$ cat config.mk
export PLATFORM = sky130hd
export DESIGN_NAME = spi_avmm_bridge8
export DESIGN_NICKNAME = d
export VERILOG_FILES = /design/src/rtl/spi_avmm_pkg.sv /design/src/rtl/spi_sync_edge.sv /design/src/rtl/spi_avmm_bridge8.sv
export SDC_FILE = /design/constraint.sdc
export NUM_CORES = 1
export LEC_CHECK = 0
export BUFFER_PORTS_ARGS = -buffer_cell sky130_fd_sc_hd__buf_2
export CORE_UTILIZATION = 30
export CTS_BUF_LIST = sky130_fd_sc_hd__clkbuf_8
export DETAILED_ROUTE_END_ITERATION = 12
export GPL_TIMING_DRIVEN = 0
export PLACE_DENSITY = 0.56
export SLEW_MARGIN = 20
export SYNTH_ARGS = -nofsm -noshare
export SYNTH_HDL_FRONTEND = slang
export SYNTH_SLANG_ARGS = --single-unit
$ cat constraint.sdc
create_clock -name csi_MCLK_clk -period 1.65 [get_ports csi_MCLK_clk]
set_input_delay 0.33 -clock csi_MCLK_clk [delete_from_list [all_inputs] [get_ports csi_MCLK_clk]]
set_output_delay 0.33 -clock csi_MCLK_clk [all_outputs]
set_load 0.01 [all_outputs]
$ cat src/rtl/spi_avmm_pkg.sv
// Shared types and constants for the SPI-slave to Avalon-MM bridge.
// Optional burst auto-increment is selected with SPI_AVMM_AUTOINC_EN.
package spi_avmm_pkg;

  localparam int unsigned BYTE_W    = 8;
  localparam int unsigned BIT_CNT_W = 3;
  localparam int unsigned CMD_W_BIT = 7;

  typedef enum logic [2:0] {
    ST_IDLE   = 3'd0,
    ST_CMD    = 3'd1,
    ST_RD_REQ = 3'd2,
    ST_DATA   = 3'd3,
    ST_WR_REQ = 3'd4,
    ST_DONE   = 3'd5
  } state_t;

  localparam logic                 RST_SCK  = 1'b0;
  localparam logic                 RST_CS_N = 1'b1;
  localparam logic                 RST_MOSI = 1'b0;
  localparam logic                 RST_MISO = 1'b0;
  localparam logic                 RST_BIT  = 1'b0;
  localparam logic [BYTE_W-1:0]    RST_BYTE = '0;
  localparam logic [BIT_CNT_W-1:0] LAST_BIT = BIT_CNT_W'(BYTE_W - 1);

  function automatic logic is_last_bit(input logic [BIT_CNT_W-1:0] cnt);
    return cnt == LAST_BIT;
  endfunction

endpackage

$ cat src/rtl/spi_sync_edge.sv
// Multi-flop synchroniser for an asynchronous SPI pin, with rise/fall pulses
// derived from the synchronised level.
module spi_sync_edge #(
  parameter int unsigned SYNC_STAGES = 2,
  parameter logic        RST_VAL     = 1'b0
) (
  input  logic i_clk,
  input  logic i_rst,
  input  logic i_d,
  output logic o_q,
  output logic o_rise_c,
  output logic o_fall_c
);

  if (SYNC_STAGES < 2) begin : g_bad_stages
    $error("spi_sync_edge: SYNC_STAGES must be at least 2");
  end

  logic [SYNC_STAGES-1:0] r_sync;
  logic                   r_prev;

  always_ff @(posedge i_clk) begin
    if (i_rst) begin
      r_sync <= {SYNC_STAGES{RST_VAL}};
      r_prev <= RST_VAL;
    end else begin
      r_sync <= {r_sync[SYNC_STAGES-2:0], i_d};
      r_prev <= r_sync[SYNC_STAGES-1];
    end
  end

  assign o_q      = r_sync[SYNC_STAGES-1];
  assign o_rise_c =  r_sync[SYNC_STAGES-1] & ~r_prev;
  assign o_fall_c = ~r_sync[SYNC_STAGES-1] &  r_prev;

endmodule

$ cat src/rtl/spi_avmm_bridge8.sv
// SPI mode-0 slave that turns a command byte plus a data byte into one 8-bit
// Avalon-MM read or write. Define SPI_AVMM_AUTOINC_EN for address-incrementing bursts.
module spi_avmm_bridge8
  import spi_avmm_pkg::*;
#(
  parameter int unsigned ADDR_W      = 7,
  parameter int unsigned SYNC_STAGES = 2
) (
  input  logic              csi_MCLK_clk,
  input  logic              rsi_MRST_reset,
  input  logic              coe_SPI_sck,
  input  logic              coe_SPI_cs_n,
  input  logic              coe_SPI_mosi,
  output logic              coe_SPI_miso,
  output logic [ADDR_W-1:0] avm_M1_address,
  output logic              avm_M1_read,
  output logic              avm_M1_write,
  output logic [BYTE_W-1:0] avm_M1_writedata,
  input  logic [BYTE_W-1:0] avm_M1_readdata,
  input  logic              avm_M1_waitrequest
);

  logic w_sck_rise;
  logic w_sck_fall;
  logic w_sck_q_unused;
  logic w_cs_q;
  logic w_cs_fall;
  logic w_cs_rise_unused;
  logic w_mosi;
  logic w_mosi_rise_unused;
  logic w_mosi_fall_unused;

  spi_sync_edge #(.SYNC_STAGES(SYNC_STAGES), .RST_VAL(RST_SCK)) u_sync_sck (
    .i_clk    (csi_MCLK_clk),
    .i_rst    (rsi_MRST_reset),
    .i_d      (coe_SPI_sck),
    .o_q      (w_sck_q_unused),
    .o_rise_c (w_sck_rise),
    .o_fall_c (w_sck_fall)
  );

  spi_sync_edge #(.SYNC_STAGES(SYNC_STAGES), .RST_VAL(RST_CS_N)) u_sync_cs (
    .i_clk    (csi_MCLK_clk),
    .i_rst    (rsi_MRST_reset),
    .i_d      (coe_SPI_cs_n),
    .o_q      (w_cs_q),
    .o_rise_c (w_cs_rise_unused),
    .o_fall_c (w_cs_fall)
  );

  spi_sync_edge #(.SYNC_STAGES(SYNC_STAGES), .RST_VAL(RST_MOSI)) u_sync_mosi (
    .i_clk    (csi_MCLK_clk),
    .i_rst    (rsi_MRST_reset),
    .i_d      (coe_SPI_mosi),
    .o_q      (w_mosi),
    .o_rise_c (w_mosi_rise_unused),
    .o_fall_c (w_mosi_fall_unused)
  );

  state_t                 r_state;
  logic [BIT_CNT_W-1:0]   r_bit_cnt;
  logic [BYTE_W-1:0]      r_shift;
  logic                   r_is_wr;
  logic [ADDR_W-1:0]      r_addr;
  logic                   r_read;
  logic                   r_write;
  logic [BYTE_W-1:0]      r_wdata;
  logic                   r_miso;

  logic [BYTE_W-1:0]      w_byte;
  logic [ADDR_W-1:0]      w_addr_next;

  // Byte as it will look once the current MOSI bit is shifted in.
  assign w_byte      = {r_shift[BYTE_W-2:0], w_mosi};
  assign w_addr_next = r_addr + ADDR_W'(1);

  always_ff @(posedge csi_MCLK_clk) begin
    if (rsi_MRST_reset) begin
      r_state   <= ST_IDLE;
      r_bit_cnt <= '0;
      r_shift   <= RST_BYTE;
      r_is_wr   <= RST_BIT;
      r_addr    <= '0;
      r_read    <= RST_BIT;
      r_write   <= RST_BIT;
      r_wdata   <= RST_BYTE;
      r_miso    <= RST_MISO;
    end else begin
      case (r_state)
        ST_IDLE: begin
          r_miso <= RST_MISO;
          if (w_cs_fall) begin
            r_bit_cnt <= '0;
            r_state   <= ST_CMD;
          end
        end

        ST_CMD: begin
          if (w_cs_q) begin
            r_state <= ST_IDLE;
          end else if (w_sck_rise) begin
            r_shift   <= w_byte;
            r_bit_cnt <= r_bit_cnt + BIT_CNT_W'(1);
            if (is_last_bit(r_bit_cnt)) begin
              r_addr  <= w_byte[ADDR_W-1:0];
              r_is_wr <= w_byte[CMD_W_BIT];
              if (w_byte[CMD_W_BIT]) begin
                r_state <= ST_DATA;
              end else begin
                r_read  <= 1'b1;
                r_state <= ST_RD_REQ;
              end
            end
          end
        end

        // Read strobe stays up through waitrequest even if the frame was aborted.
        ST_RD_REQ: begin
          if (!avm_M1_waitrequest) begin
            r_read    <= 1'b0;
            r_shift   <= avm_M1_readdata;
            r_bit_cnt <= '0;
            if (w_cs_q) begin
              r_state <= ST_IDLE;
            end else begin
              r_miso  <= avm_M1_readdata[BYTE_W-1];
              r_state <= ST_DATA;
            end
          end
        end

        ST_DATA: begin
          if (w_cs_q) begin
            r_state <= ST_IDLE;
          end else if (w_sck_rise) begin
            r_shift   <= w_byte;
            r_bit_cnt <= r_bit_cnt + BIT_CNT_W'(1);
            if (is_last_bit(r_bit_cnt)) begin
              if (r_is_wr) begin
                r_wdata <= w_byte;
                r_write <= 1'b1;
                r_state <= ST_WR_REQ;
              end else begin
`ifdef SPI_AVMM_AUTOINC_EN
                r_addr  <= w_addr_next;
                r_read  <= 1'b1;
                r_state <= ST_RD_REQ;
`else
                r_miso  <= RST_MISO;
                r_state <= ST_DONE;
`endif
              end
            end
          end else if (w_sck_fall && !r_is_wr && (r_bit_cnt != '0)) begin
            // Falls before the first rise of the byte belong to the previous byte.
            r_miso <= r_shift[BYTE_W-1];
          end
        end

        ST_WR_REQ: begin
          if (!avm_M1_waitrequest) begin
            r_write <= 1'b0;
            if (w_cs_q) begin
              r_state <= ST_IDLE;
            end else begin
`ifdef SPI_AVMM_AUTOINC_EN
              r_addr    <= w_addr_next;
              r_bit_cnt <= '0;
              r_state   <= ST_DATA;
`else
              r_state   <= ST_DONE;
`endif
            end
          end
        end

        ST_DONE: begin
          r_miso <= RST_MISO;
          if (w_cs_q) begin
            r_state <= ST_IDLE;
          end
        end

        default: begin
          r_state <= ST_IDLE;
        end
      endcase

      // Deselect always releases MISO, whatever the FSM is waiting on.
      if (w_cs_q) begin
        r_miso <= RST_MISO;
      end
    end
  end

  assign coe_SPI_miso     = r_miso;
  assign avm_M1_address   = r_addr;
  assign avm_M1_read      = r_read;
  assign avm_M1_write     = r_write;
  assign avm_M1_writedata = r_wdata;

endmodule

==> impl_metrics.tcl <==
set metrics [dict create \
    chipHeight_um 80.46 \
    synth.area.top_cells "dfxtp_1 (44%), mux2i_1 (8.7%), nor2_1 (4.7%)" \
    dr_total_vias 1579 \
    wire_per_inst_um 14.63 \
    core_region_area_sq_um 5921 \
    synth_area_sq_um 1847 \
    tightest_slew_ns 0.6518 \
    min_from "coe_SPI_cs_n" \
    grt_max_degree 14 \
    power.total_uw 1956 \
    start_util_pct 31.19 \
    r2r-start "r_bit_cnt[0]" \
    slew_violations 0 \
    hold_viol_final 0 \
    grt_use_total_pct 15.69 \
    cts.sinks 41 \
    syn_inst 202 \
    grt_pass1_vias 1520 \
    cp.buffers_inverters 0 \
    slowest_stage "or4_4" \
    gp_congestion 0.8226 \
    synth.distinct_cells 39 \
    drive_above_1_share_pct 32.24 \
    final_common_cell "dfxtp_1" \
    viasPerCell 4.934 \
    layout_min_cycle_time_ns 1.641 \
    cp.required_ns 1.81 \
    synth_top_family_by_area "simple AND/OR/NAND/NOR gates" \
    drc_errors 0 \
    finalNonFillerCells 320 \
    grt_pass1_wl_um 7548 \
    yosysWarnings 0 \
    drt_first_pass_iters 4 \
    cts_tree "built" \
    hpwl_um 3008 \
    setup.worst_path.start "r_bit_cnt[0]" \
    slew_headroom_pct 56.54 \
    setup_viol 0 \
    p_leak_uw 0.001013 \
    nets 261 \
    cp_common_cell "ha_4" \
    synth-seq-area-share_pct 44.44 \
    antenna_found_initial 0 \
    fmax_mhz 609.4 \
    final_antenna_net_count 0 \
    clk_pin_slew_worst_paths_ns 0.09 \
    ys_seq_elements 41 \
    cts_root_buf "clkbuf_8" \
    drt-initial-drc-count 79 \
    antenna_cells 0 \
    syn_area_per_cell_sq_um 9.142 \
    cts_buffers 5 \
    synthesis.nets 219 \
    vdd.ir_drop.worst_uv 395.8 \
    fin_area_sq_um 2349 \
    overflow 0 \
    wirelength_um 4682 \
    num_rows 28 \
    crit_type "reg2reg" \
    cp-start-kind "flip-flop" \
    cp-end-kind "flip-flop" \
    powerDensity_nw_per_um2 833.0 \
    synth_top_area_share_pct 44.44 \
    cp_max_fo 4 \
    portBuffers 31 \
    syn2layout_area_growth_pct 27.17 \
    critical_path.max_stage_delay_ns 0.58 \
    cpLargestDelayFamily "simple AND/OR/NAND/NOR gates" \
    worst_skew_pair.late_latency_ns 0.30 \
    io_pins 32 \
    period_share_pct 99.45 \
    crit_chain "ha_4 > ha_4 > nand3b_4 > or4_4 > nand2_1 > a21oi_1" \
    final_cell_mix "dfxtp_1 (38), buf_2 (34), nor2_1 (23)" \
    cts_htree_levels 2 \
    dp_cells 308 \
    synthMuxAreaShare_pct 8.672 \
    synth_compound_area_share_pct 17.07 \
    dpl-instance-area_sq_um 2110 \
    synth_fa_ha_area_share_pct 2.033 \
    fin_skew_ns 0.01031 \
    layout_setup_ws_ns 0.009067 \
    cap_viol_max_count 0 \
    cts_hold_repair.buffers 0 \
    synth_xor_area_share_pct 0 \
    rsz0062_at_grt "true" \
    yosysTopAreaCell "dfxtp_1" \
    yosys.area_share.simple_pct 22.97 \
    clk_path_buf_depth 2 \
    cp_data_arrival_time_ns 1.80 \
    status "complete, no violations" \
    die_w_um 80.46 \
    hold_path.class "in2reg" \
    dieArea_sq_um 6474 \
    dp_worst_setup_slack_ns -0.1276 \
]
flip-flops by register name, summed over array words and instances, names as in the netlist:
register,cells
avm_M1_writedata,8
r_shift,8
avm_M1_address,7
r_bit_cnt,3
r_state,3
u_sync_cs.r_sync,2
u_sync_mosi.r_sync,2
u_sync_sck.r_sync,2
avm_M1_read,1
avm_M1_write,1
coe_SPI_miso,1
r_is_wr,1
u_sync_cs.r_prev,1
u_sync_sck.r_prev,1
repair_timing:
action,CTS,global route
pin swaps,6,6
buffers inserted,4,0
resized for setup,6,23
endpoints found under the setup margin,20,18
cloned,1,0
per-stage QoR:
step | utilization (%) | hold slack, ns | TNS [ns]
after floorplan | - | 0.3895 | 0
after global placement | 35.63 | 0.3936 | -1.275
after detailed placement | 35.63 | 0.3961 | -1.622
after CTS | 38.46 | 0.2064 | 0
after global routing | 39.67 | 0.2010 | -0.1736
final | 39.67 | 0.2093 | 0
worst reg2reg max path: stages, from the launching register on:
cell	delay (ns)
dfxtp_4	0.38
ha_4	0.14
ha_4	0.14
nand3b_4	0.11
or4_4	0.59
nand2_1	0.09
a21oi_1	0.06
kinds of logic after synthesis:
family          Yosys count
flops                    41
fa+ha+maj                 3
mux                      16
compound gates           47
buf+inv                  19
simple gates             76
cell type report:
cell class                 instances  area, sq um
fill                             616         3572
sequential                        41        827.0
inverter                           5        18.77
clock buffer                       5        68.82
buffer                            13        77.57
tap                               75        93.84
multi-input combinational        143         1035
timing repair buffer              35        185.2
clock inverter                     3        42.54
worst paths after layout:
path,end,slack (ns),cells past startpoint
setup / recovery,avm_M1_writedata[4],0.009,6
hold / removal,u_sync_cs.r_sync[0],0.21,2
setup reg to reg,avm_M1_writedata[4],0.009,6
hold reg to reg,u_sync_cs.r_sync[1],0.42,1
routing by layer:
layer | vias to the layer above | track usage (%) | routed length (um)
li1 | 799 | - | -
met1 | 757 | 20.62 | 2306
met2 | 19 | 24.66 | 2207
met3 | 4 | 3.295 | 111
met4 | 0 | 6.607 | 56
met5 | - | 0 | 0
cell usage after synthesis (all sizes together):
master / n
dfxtp: 41
a32oi: 1
nand2: 22
or3b: 1
nand4b: 3
nand2b: 4
mux2i: 16
a221o: 1
buf: 8
o211ai: 1
clkbuf: 6
a211o: 1
o211a: 1
nand3: 1
nor3b: 4
a21oi: 18
o32ai: 1
a211oi: 9
or2: 4
nor2: 23
and3b: 2
ha: 3
nand4bb: 1
or4: 2
nand3b: 1
nor2b: 6
nor4: 1
inv: 5
a21boi: 1
a2bb2oi: 2
o21ai: 9
a31oi: 2
nor3: 1
report_power, final:
part	switching (uW)	internal [uW]	total, uW	leakage (uW)
logic	71.1	50.9	122	0.000619
registers	9.45	998	1010	0.000334
clock network	378	449	827	0.0000595
No activity file was read; power rests on OpenSTA's default activity.
